### config.mk
export PLATFORM = sky130hd
export DESIGN_NAME = perceptron_trainer
export DESIGN_NICKNAME = d
export VERILOG_FILES = /design/src/rtl/perceptron_pkg.sv /design/src/rtl/perceptron_wupd.sv /design/src/rtl/perceptron_trainer.sv
export SDC_FILE = /design/constraint.sdc
export NUM_CORES = 1
export LEC_CHECK = 0
export ABC_AREA = 1
export CORE_MARGIN = 2
export CORE_UTILIZATION = 35
export CTS_CLUSTER_DIAMETER = 50
export DETAILED_ROUTE_END_ITERATION = 8
export SYNTH_ARGS = -nofsm -noshare
export SYNTH_HDL_FRONTEND = slang
export SYNTH_SLANG_ARGS = --single-unit
### constraint.sdc
create_clock -name clk -period 2.7 [get_ports clk]
set_input_delay 0.405 -clock clk [delete_from_list [all_inputs] [get_ports clk]]
set_output_delay 0.405 -clock clk [all_outputs]
set_load 0.005 [all_outputs]
### src/rtl/perceptron_pkg.sv
// perceptron_pkg: shared definitions for the perceptron trainer.
// Holds the FSM state type, the two-bit result encodings and the
// helper that sizes the dot-product accumulator.
package perceptron_pkg;

    typedef enum logic [1:0] {
        IDLE   = 2'd0,
        ACC    = 2'd1,
        DECIDE = 2'd2,
        UPDATE = 2'd3
    } state_e;

    localparam logic [1:0] RES_POS = 2'b01;
    localparam logic [1:0] RES_NEG = 2'b11;

    // Worst-case sum of n_in weights of width w needs clog2(n_in+1) guard bits.
    function automatic int acc_width(input int w, input int n_in);
        return w + $clog2(n_in + 1);
    endfunction

endpackage

### src/rtl/perceptron_wupd.sv
// perceptron_wupd: combinational weight update w +/- (1 << LR_SHIFT).
// Optional macro PERCEPTRON_TRAINER_SAT_EN: clamp the result to the signed
// W-bit range instead of wrapping modulo 2^W.
module perceptron_wupd
    import perceptron_pkg::*;
#(
    parameter int W        = 8,
    parameter int LR_SHIFT = 0
) (
    input  logic signed [W-1:0] w_i,
    input  logic                pos_i,
    output logic signed [W-1:0] w_o
);

`ifdef PERCEPTRON_TRAINER_SAT_EN
    localparam logic signed [W:0] STEP = (W+1)'(1) << LR_SHIFT;

    logic signed [W:0] sum;

    // Add or subtract the step one bit wider so an overflow shows in the top bits.
    always_comb begin
        if (pos_i) sum = (W+1)'(w_i) + STEP;
        else       sum = (W+1)'(w_i) - STEP;
    end

    // Top two bits disagree only on overflow; the carry bit tells the direction.
    always_comb begin
        if (sum[W] != sum[W-1]) begin
            w_o = sum[W] ? {1'b1, {(W-1){1'b0}}} : {1'b0, {(W-1){1'b1}}};
        end else begin
            w_o = sum[W-1:0];
        end
    end
`else
    localparam logic signed [W-1:0] STEP = W'(1) << LR_SHIFT;

    // Plain W-bit arithmetic: overflow wraps in two's complement.
    always_comb begin
        if (pos_i) w_o = w_i + STEP;
        else       w_o = w_i - STEP;
    end
`endif

endmodule

### src/rtl/perceptron_trainer.sv
// perceptron_trainer: serial perceptron with online training.
// One feature per cycle is accumulated (ACC), the sum is compared with the
// threshold (DECIDE) and, on a training error, weights of active features
// are nudged toward the expected class (UPDATE).
// Optional macro PERCEPTRON_TRAINER_SAT_EN selects saturating weight updates.
module perceptron_trainer
    import perceptron_pkg::*;
#(
    parameter int N_IN     = 7,
    parameter int W        = 8,
    parameter int LR_SHIFT = 0
) (
    input  logic                clk,
    input  logic                reset,
    input  logic                in_valid,
    output logic                in_ready,
    input  logic [N_IN-1:0]     in,
    input  logic signed [W-1:0] threshold,
    input  logic                train,
    input  logic                exp_res,
    input  logic                clr_cnt,
    output logic                out_valid,
    output logic [1:0]          result,
    output logic                err,
    output logic [15:0]         err_cnt
);

    localparam int AW = acc_width(W, N_IN);
    localparam int IW = $clog2(N_IN);
    localparam logic [IW-1:0] LAST_IDX = IW'(N_IN - 1);

    state_e               state_q, state_d;
    logic signed [AW-1:0] acc_q, acc_d;
    logic [IW-1:0]        idx_q, idx_d;
    logic signed [W-1:0]  w_q [N_IN];
    logic signed [W-1:0]  w_new;
    logic                 w_wr;
    logic                 capture;
    logic                 dec_pos;

    logic [N_IN-1:0]      x_q;
    logic signed [W-1:0]  thr_q;
    logic                 train_q;
    logic                 exp_q;

    logic [1:0]           result_q, result_d;
    logic                 err_q, err_d;
    logic                 out_valid_q, out_valid_d;
    logic [15:0]          err_cnt_q, err_cnt_d;

    // Candidate new value for the currently indexed weight.
    perceptron_wupd #(
        .W        (W),
        .LR_SHIFT (LR_SHIFT)
    ) u_wupd (
        .w_i   (w_q[idx_q]),
        .pos_i (exp_q),
        .w_o   (w_new)
    );

    // Next-state, datapath control and output decode.
    always_comb begin
        state_d     = state_q;
        acc_d       = acc_q;
        idx_d       = idx_q;
        result_d    = result_q;
        err_d       = err_q;
        out_valid_d = 1'b0;
        err_cnt_d   = err_cnt_q;
        w_wr        = 1'b0;
        capture     = 1'b0;
        dec_pos     = 1'b0;

        case (state_q)
            IDLE: begin
                if (in_valid) begin
                    capture = 1'b1;
                    acc_d   = '0;
                    idx_d   = '0;
                    state_d = ACC;
                end
            end
            ACC: begin
                if (x_q[idx_q]) acc_d = acc_q + AW'(w_q[idx_q]);
                if (idx_q == LAST_IDX) begin
                    idx_d   = '0;
                    state_d = DECIDE;
                end else begin
                    idx_d = idx_q + 1'b1;
                end
            end
            DECIDE: begin
                dec_pos     = (acc_q >= AW'(thr_q));
                result_d    = dec_pos ? RES_POS : RES_NEG;
                err_d       = train_q && (dec_pos != exp_q);
                out_valid_d = 1'b1;
                if (err_d) begin
                    if (err_cnt_q != 16'hFFFF) err_cnt_d = err_cnt_q + 16'd1;
                    state_d = UPDATE;
                end else begin
                    state_d = IDLE;
                end
            end
            UPDATE: begin
                w_wr = x_q[idx_q];
                if (idx_q == LAST_IDX) begin
                    idx_d   = '0;
                    state_d = IDLE;
                end else begin
                    idx_d = idx_q + 1'b1;
                end
            end
            default: state_d = IDLE;
        endcase

        // Clearing wins over a same-cycle increment.
        if (clr_cnt) err_cnt_d = '0;
    end

    // Control and output registers.
    always_ff @(posedge clk or negedge reset) begin
        if (!reset) begin
            state_q     <= IDLE;
            acc_q       <= '0;
            idx_q       <= '0;
            result_q    <= 2'b00;
            err_q       <= 1'b0;
            out_valid_q <= 1'b0;
            err_cnt_q   <= '0;
        end else begin
            state_q     <= state_d;
            acc_q       <= acc_d;
            idx_q       <= idx_d;
            result_q    <= result_d;
            err_q       <= err_d;
            out_valid_q <= out_valid_d;
            err_cnt_q   <= err_cnt_d;
        end
    end

    // Weight file: cleared by reset, one entry written per UPDATE cycle.
    always_ff @(posedge clk or negedge reset) begin
        if (!reset) begin
            for (int i = 0; i < N_IN; i++) w_q[i] <= '0;
        end else if (w_wr) begin
            w_q[idx_q] <= w_new;
        end
    end

    // Sample operands only on the accepting handshake.
    always_ff @(posedge clk) begin
        if (capture) begin
            x_q     <= in;
            thr_q   <= threshold;
            train_q <= train;
            exp_q   <= exp_res;
        end
    end

    assign in_ready  = (state_q == IDLE);
    assign out_valid = out_valid_q;
    assign result    = result_q;
    assign err       = err_q;
    assign err_cnt   = err_cnt_q;

endmodule

# [After elaboration in Yosys (flattened, before gate mapping)]
# Cells that the tools add are included.
[totals] reg_bits=109 in_bits=21 out_inout_bits=21 elab_cells=80
[op_classes] addsub=5 order_cmp=4 n_eq_ne=10 muxes=29 bitwise=1 n_reduce_logical=13
[op_table] op="16-bit 2-to-1 mux" count=4
[op_table] op="56-bit bitwise mux" count=1
[op_table] op="8-bit 2-to-1 mux" count=4
[op_table] op="8-bit binary-select mux with 3-bit select" count=1
[op_table] op="8-bit demux with 3-bit select" count=1
[op_table] op="11-bit 2-to-1 mux" count=2
[op_table] op="11-bit one-hot mux with 2 select lines" count=1
[op_table] op="16-bit by 1-bit adder with 16-bit output, second input constant" count=1
[op_table] op="16-bit inequality test, second input constant" count=1
[op_table] op="11-bit by 8-bit adder with 11-bit output" count=1
[op_table] op="11-bit by 8-bit greater-or-equal comparator with 1-bit output" count=1
[op_table] op="2-bit 2-to-1 mux" count=5
[op_table] op="2-bit nonzero test" count=5
[op_table] op="3-bit AND reduction" count=3
[op_table] op="8-bit by 2-bit adder with 8-bit output, second input constant" count=1
[op_table] op="2-bit inequality test, second input constant" count=4
[op_table] op="2-bit one-hot mux with 4 select lines" count=1
[op_table] op="8-bit by 2-bit subtractor with 8-bit output, second input constant" count=1
[op_table] op="3-bit 2-to-1 mux" count=2
[op_table] op="3-bit one-hot mux with 2 select lines" count=1
[op_table] op="1-bit 2-to-1 mux" count=5
[op_table] op="2-bit == test, second input constant" count=2
[op_table] op="4-bit greater-or-equal comparator, second input constant" count=1
[op_table] op="3-bit by 4-bit < comparator with 1-bit output, second input constant" count=1
[op_table] op="other kinds (11)" count=12

# [Longest topological paths before layout]
[logic_depth] depth_word=7 mapped_depth=18 depth_no_buf=18

# [Modules after synthesis]
# From an unflattened synthesis, not the netlist that was laid out.
[unflattened] cells_unflattened=728 area_unflattened_um2=6099.6
[modules_own_cells] mod="perceptron_trainer" n_inst=1 cells_per_inst=673 area_per_inst_um2=5771.8 seq_area_each_um2=2812.7
[modules_own_cells] mod="perceptron_wupd" n_inst=1 cells_per_inst=55 area_per_inst_um2=327.8 seq_area_each_um2=0.0

# [Least setup slack after synthesis]
# OpenSTA, ideal clock, no wires.
[synth_timing] path_kind="register to register" startpoint="reg idx_q[0]" endpoint="reg w_q[14] (netlist name)" setup_ns=0.083 arrival_time_ns=2.651 t_required_ns=2.617 slack_ns=-0.034 stages_incl_launch_ff=15 n_path_buf=1 synth_period_minus_slack_ns=2.734 path_cell_list="dfrtp_1 > buf_2 > or2_2 > o211ai_1 > inv_1 > a211oi_1 > inv_1 > fa_1 > nand3_1 > nand2_1 > a21oi_1 > o21bai_1 > xor2_1 > inv_1 > o21ai_0"
[synth_via] elab_chain_cells=7 elab_cells_between_ends=16 cone_classes="add/sub: 2; order compare: 2; mux: 10; bitwise: 1; reduce/logical: 1"
[synth_lines] item="start, declared" line="perceptron_trainer.sv:34" text="logic [IW-1:0] idx_q, idx_d;"
[synth_lines] item="start signal, assigned" line="perceptron_trainer.sv:133" text="idx_q <= idx_d;"
[synth_lines] item="3-bit inverter with 4-bit output (not written as such)" line="perceptron_trainer.sv:56, perceptron_trainer.sv:146"
[synth_lines] item="8-bit binary-select mux with 3-bit select" line="perceptron_trainer.sv:56" text=".w_i (w_q[idx_q]),"
[synth_lines] item="8-bit 2-to-1 mux (not written as such) (2 in series)" line="perceptron_trainer.sv:56"
[synth_lines] item="8-bit by 2-bit subtractor with 8-bit output or 8-bit by 2-bit adder with 8-bit output (tied branches)" line="perceptron_wupd.sv:40, perceptron_wupd.sv:39"
[synth_lines] item="8-bit 2-to-1 mux" line="perceptron_wupd.sv:39" text="if (pos_i) w_o = w_i + STEP;"
[synth_lines] item="56-bit bitwise mux" line="perceptron_trainer.sv:146" text="w_q[idx_q] <= w_new;"
[synth_lines] item="end signal, assigned by index" line="perceptron_trainer.sv:146"
[synth_lines] item="end, declared" line="perceptron_trainer.sv:35" text="logic signed [W-1:0] w_q [N_IN];"
# Several ways; a longest one is shown, not always the timed one. The select of a mux whose other input is x is not followed.
# A chain may end at the register's enable or synchronous reset.

# [Final worst setup path]
[layout_timing] startpoint="reg idx_q[0]" endpoint="reg w_q[46] (netlist name)"
# Same word-level chain as after synthesis.

==> results.yml <==
synthesis:
  synthFlopType: "dfrtp_1"
  synth-edff-count: 17
  synth_compound_area_frac: 0.119
  yosys.area_share.adder: 0.0651
  ys_seq_elements: 109
  ys_top_cells_by_area: "dfrtp_1, nand2_1, edfxtp_1, ha_1, nand3_1"
  yosys_warnings: 0
  synth_common_cells: "nand2_1, dfrtp_1, inv_1"
  netlist_instances: 740
  synthArstFlopShare: 0.844
  synth_top_family_by_area: "simple AND/OR/NAND/NOR gates"
  synth_top_area_share: 0.384
  syn_nets: 791
  ys_types: 44
  synth_area_per_cell_um2: 8.10
  yosys.cell_count.top_type: "nand2_1"
  synthMuxAreaShare: 0.00167
  seq_area_frac_synth: 0.469
  syn_area_um2: 5990
  yosys.area_share.simple: 0.258
  synth_top_area_cell: "dfrtp_1"
  synthXorXnorAreaFrac: 0.0234
power:
  pwr-share-comb: 0.602
  ir_worst_vdd_mv: 0.548
  p_int_mw: 5.38
  clockPowerShare: 0.132
  powerDensity_nw_per_um2: 1280
  p_sw_frac: 0.454
  p_leak_nw: 3.62
  power_mw: 9.85
  seqPwrFrac: 0.266
  power.switching_mw: 4.47
cells_and_area:
  nFillCells: 1633
  finish.utilization: 0.462
  stdcell_area_um2: 7690
  seq_area_um2: 2810
  num_antenna_cells: 0
  area_delta_synth_final_pct: 28.4
  multi_input_area_um2: 3080
  drive_gt1_frac: 0.184
  fin_nets: 890
floorplanning:
  core_area_um2: 16600
  initial_core_util: 0.360
  die_area_um2: 18200
  fp.dieW_um: 135
  io_pins: 42
  die_h_um: 135
  rows: 47
run:
  drv_cap: 0
drt:
  drtAntennaViolNets: 0
  wl_um: 15800
  first_pass_iters: 5
  remaining_drc_errors: 0
  routedWlPerCell_um: 14.9
  dr.first_iter.drc_count: 456
  drt-vias-per-instance: 4.94
  vias: 5258
timing:
  hold_violations: 0
  finalCritPeriodShare: 0.988
  finClkSkew_ns: 0.00833
  post-route-min-period_ns: 2.67
  setup_ws_ns: 0.0332
  finalSetupViolCount: 0
  report.final.slew_viol_count: 0
  timing.slew.headroom: 0.226
  rsz0062_at_grt: "yes"
  worst_slew_pin_slew_ns: 1.15
  timing.fmax_mhz: 375
setup_path:
  cp_data_required_time_ns: 2.99
  cp_max_fo: 9
  endpoint_kind: "flop"
  crit_type: "reg2reg"
  worst_setup_path_start_kind: "flop"
  crit_arrival_ns: 2.95
clock_network:
  path_clk_slew_ns: 0.07
  cts-root-buf: "clkbuf_16"
  numClockSinks: 109
  cts_tree: "built"
  clock_latency_ns: 0.37
  cts_made_buffers: 9
  cts_buffer_depth: 2
  htreeDepth: 3
placement:
  pre_cts_ws_ns: -0.0836
  place_area_um2: 7060
  globalplace.congestion: 0.887
  port_buffers: 41
  dp_hpwl_um: 11200
status:
  status: "finished clean"
global_route:
  grt_max_degree: 62
  antenna_found_initial: 0
  grt_util_all_layers: 0.176
  grt_pass1_vias: 4854
  grt_pass1_wl_um: 24900
  grt-ovfl-total: 0
min_path:
  hold_class: "reg2reg"
==> per-layer routing <==
metal / up-vias / track usage / wire length (um)
met5: - / 0 / 0
li1: 2654 / - / -
met1: 2476 / 0.243 / 7480
met2: 118 / 0.279 / 7490
met4: 0 / 0.0398 / 119
met3: 10 / 0.0473 / 713
==> kinds of logic (layout without fill, tap and decap cells) <==
group                      after synthesis  count (layout)
and+or+nand+nor                        358             358
AOI/OAI and AO/OA                      131             131
DFF                                    109             109
buffers and inverters                   95             199
adders and majority gates               30              30
xor gates and xnor gates                16              16
muxes                                    1               1
==> state kept, by name (all words and copies together), names as in the netlist <==
signal and count:
result 2, state_q 2, acc_q 11, err 1, thr_q 8, exp_q 1
x_q 7, out_valid 1, train_q 1, idx_q 3, w_q 56, err_cnt 16
==> layout make-up <==
type | instances | share of cell area
sequential | 109 | 0.366
clock buffer | 9 | 0.0293
multi-input combinational | 536 | 0.400
tap | 220 | 0.0358
clock inverter | 7 | 0.00764
inverter | 75 | 0.0372
timing repair buffer | 108 | 0.125
==> repair_timing <==
item / in CTS / in global routing
buffers inserted: 2 / 5
pin swaps: 2 / 24
resized for setup: 10 / 67
hold buffers: 1 / 0
cloned: 0 / 0
endpoints found under the hold margin: 31 / 0
setup endpoints to repair: 27 / 43
==> through the flow <==
step,cells,setup TNS (ns),hold WS (ns)
3_3_place_gp,1040,-0.117,0.375
6_report,1064,0,0.474
2_1_floorplan,740,0,0.109
3_5_place_dp,1040,-0.841,0.379
4_1_cts,1059,0,0.483
5_1_grt,1064,-1.17,0.503
==> cell usage in the layout (no fill, tap or decap), types with 5 or more instances in the layout <==
cell type and instances:
o21ai_0 50, nor2_1 51, nand2_2 12, nand4_1 9, o21ai_2 5, xor2_1 10, clkbuf_16 9, inv_2 7
o211ai_1 6, o22ai_1 5, inv_1 65, nand2_1 189, dfrtp_1 92, ha_4 7, a21oi_2 8, o21ai_1 29
nand3_2 7, ha_1 20, xnor2_1 5, a21oi_1 14, edfxtp_1 17, buf_4 62, clkdlybuf4s50_1 40, nor2_2 6
nand3_1 60
==> power by group through the flow <==
stage	clock [mW]	combinational (mW)	sequential, mW
floorplan	0	3.10	2.49
global placement	0	5.00	2.62
detailed placement	0	5.04	2.61
CTS	1.34	5.15	2.58
global route	1.40	6.56	2.68
finish	1.30	5.93	2.62
==> worst paths after layout <==
kind / slack (ns) / end / cells past startpoint / startpoint
worst max-delay path: 0.03 / w_q[46] / 15 / idx_q[0]
worst min-delay path: 0.47 / result[0] / 1 / result[0]
worst max register to register: 0.03 / w_q[46] / 15 / idx_q[0]
worst min register to register: 0.47 / result[0] / 1 / result[0]
max in group asynchronous: 1.50 / w_q[40] / 3 / reset
min in group asynchronous: 0.52 / acc_q[7] / 2 / reset
==> worst max-delay path: stages (launching register included) <==
cell and delay (ns):
dfrtp_1 0.41, buf_6 0.16, buf_4 0.17, nor2_1 0.11, o22ai_1 0.09, a21oi_2 0.10
o211ai_1 0.14, ha_1 0.37, buf_4 0.15, nand3_2 0.08, nand2_2 0.09, a21oi_2 0.05
o21bai_1 0.16, xor2_1 0.24, inv_2 0.12, o21ai_2 0.15
No activity file was read; power rests on OpenSTA's default activity.
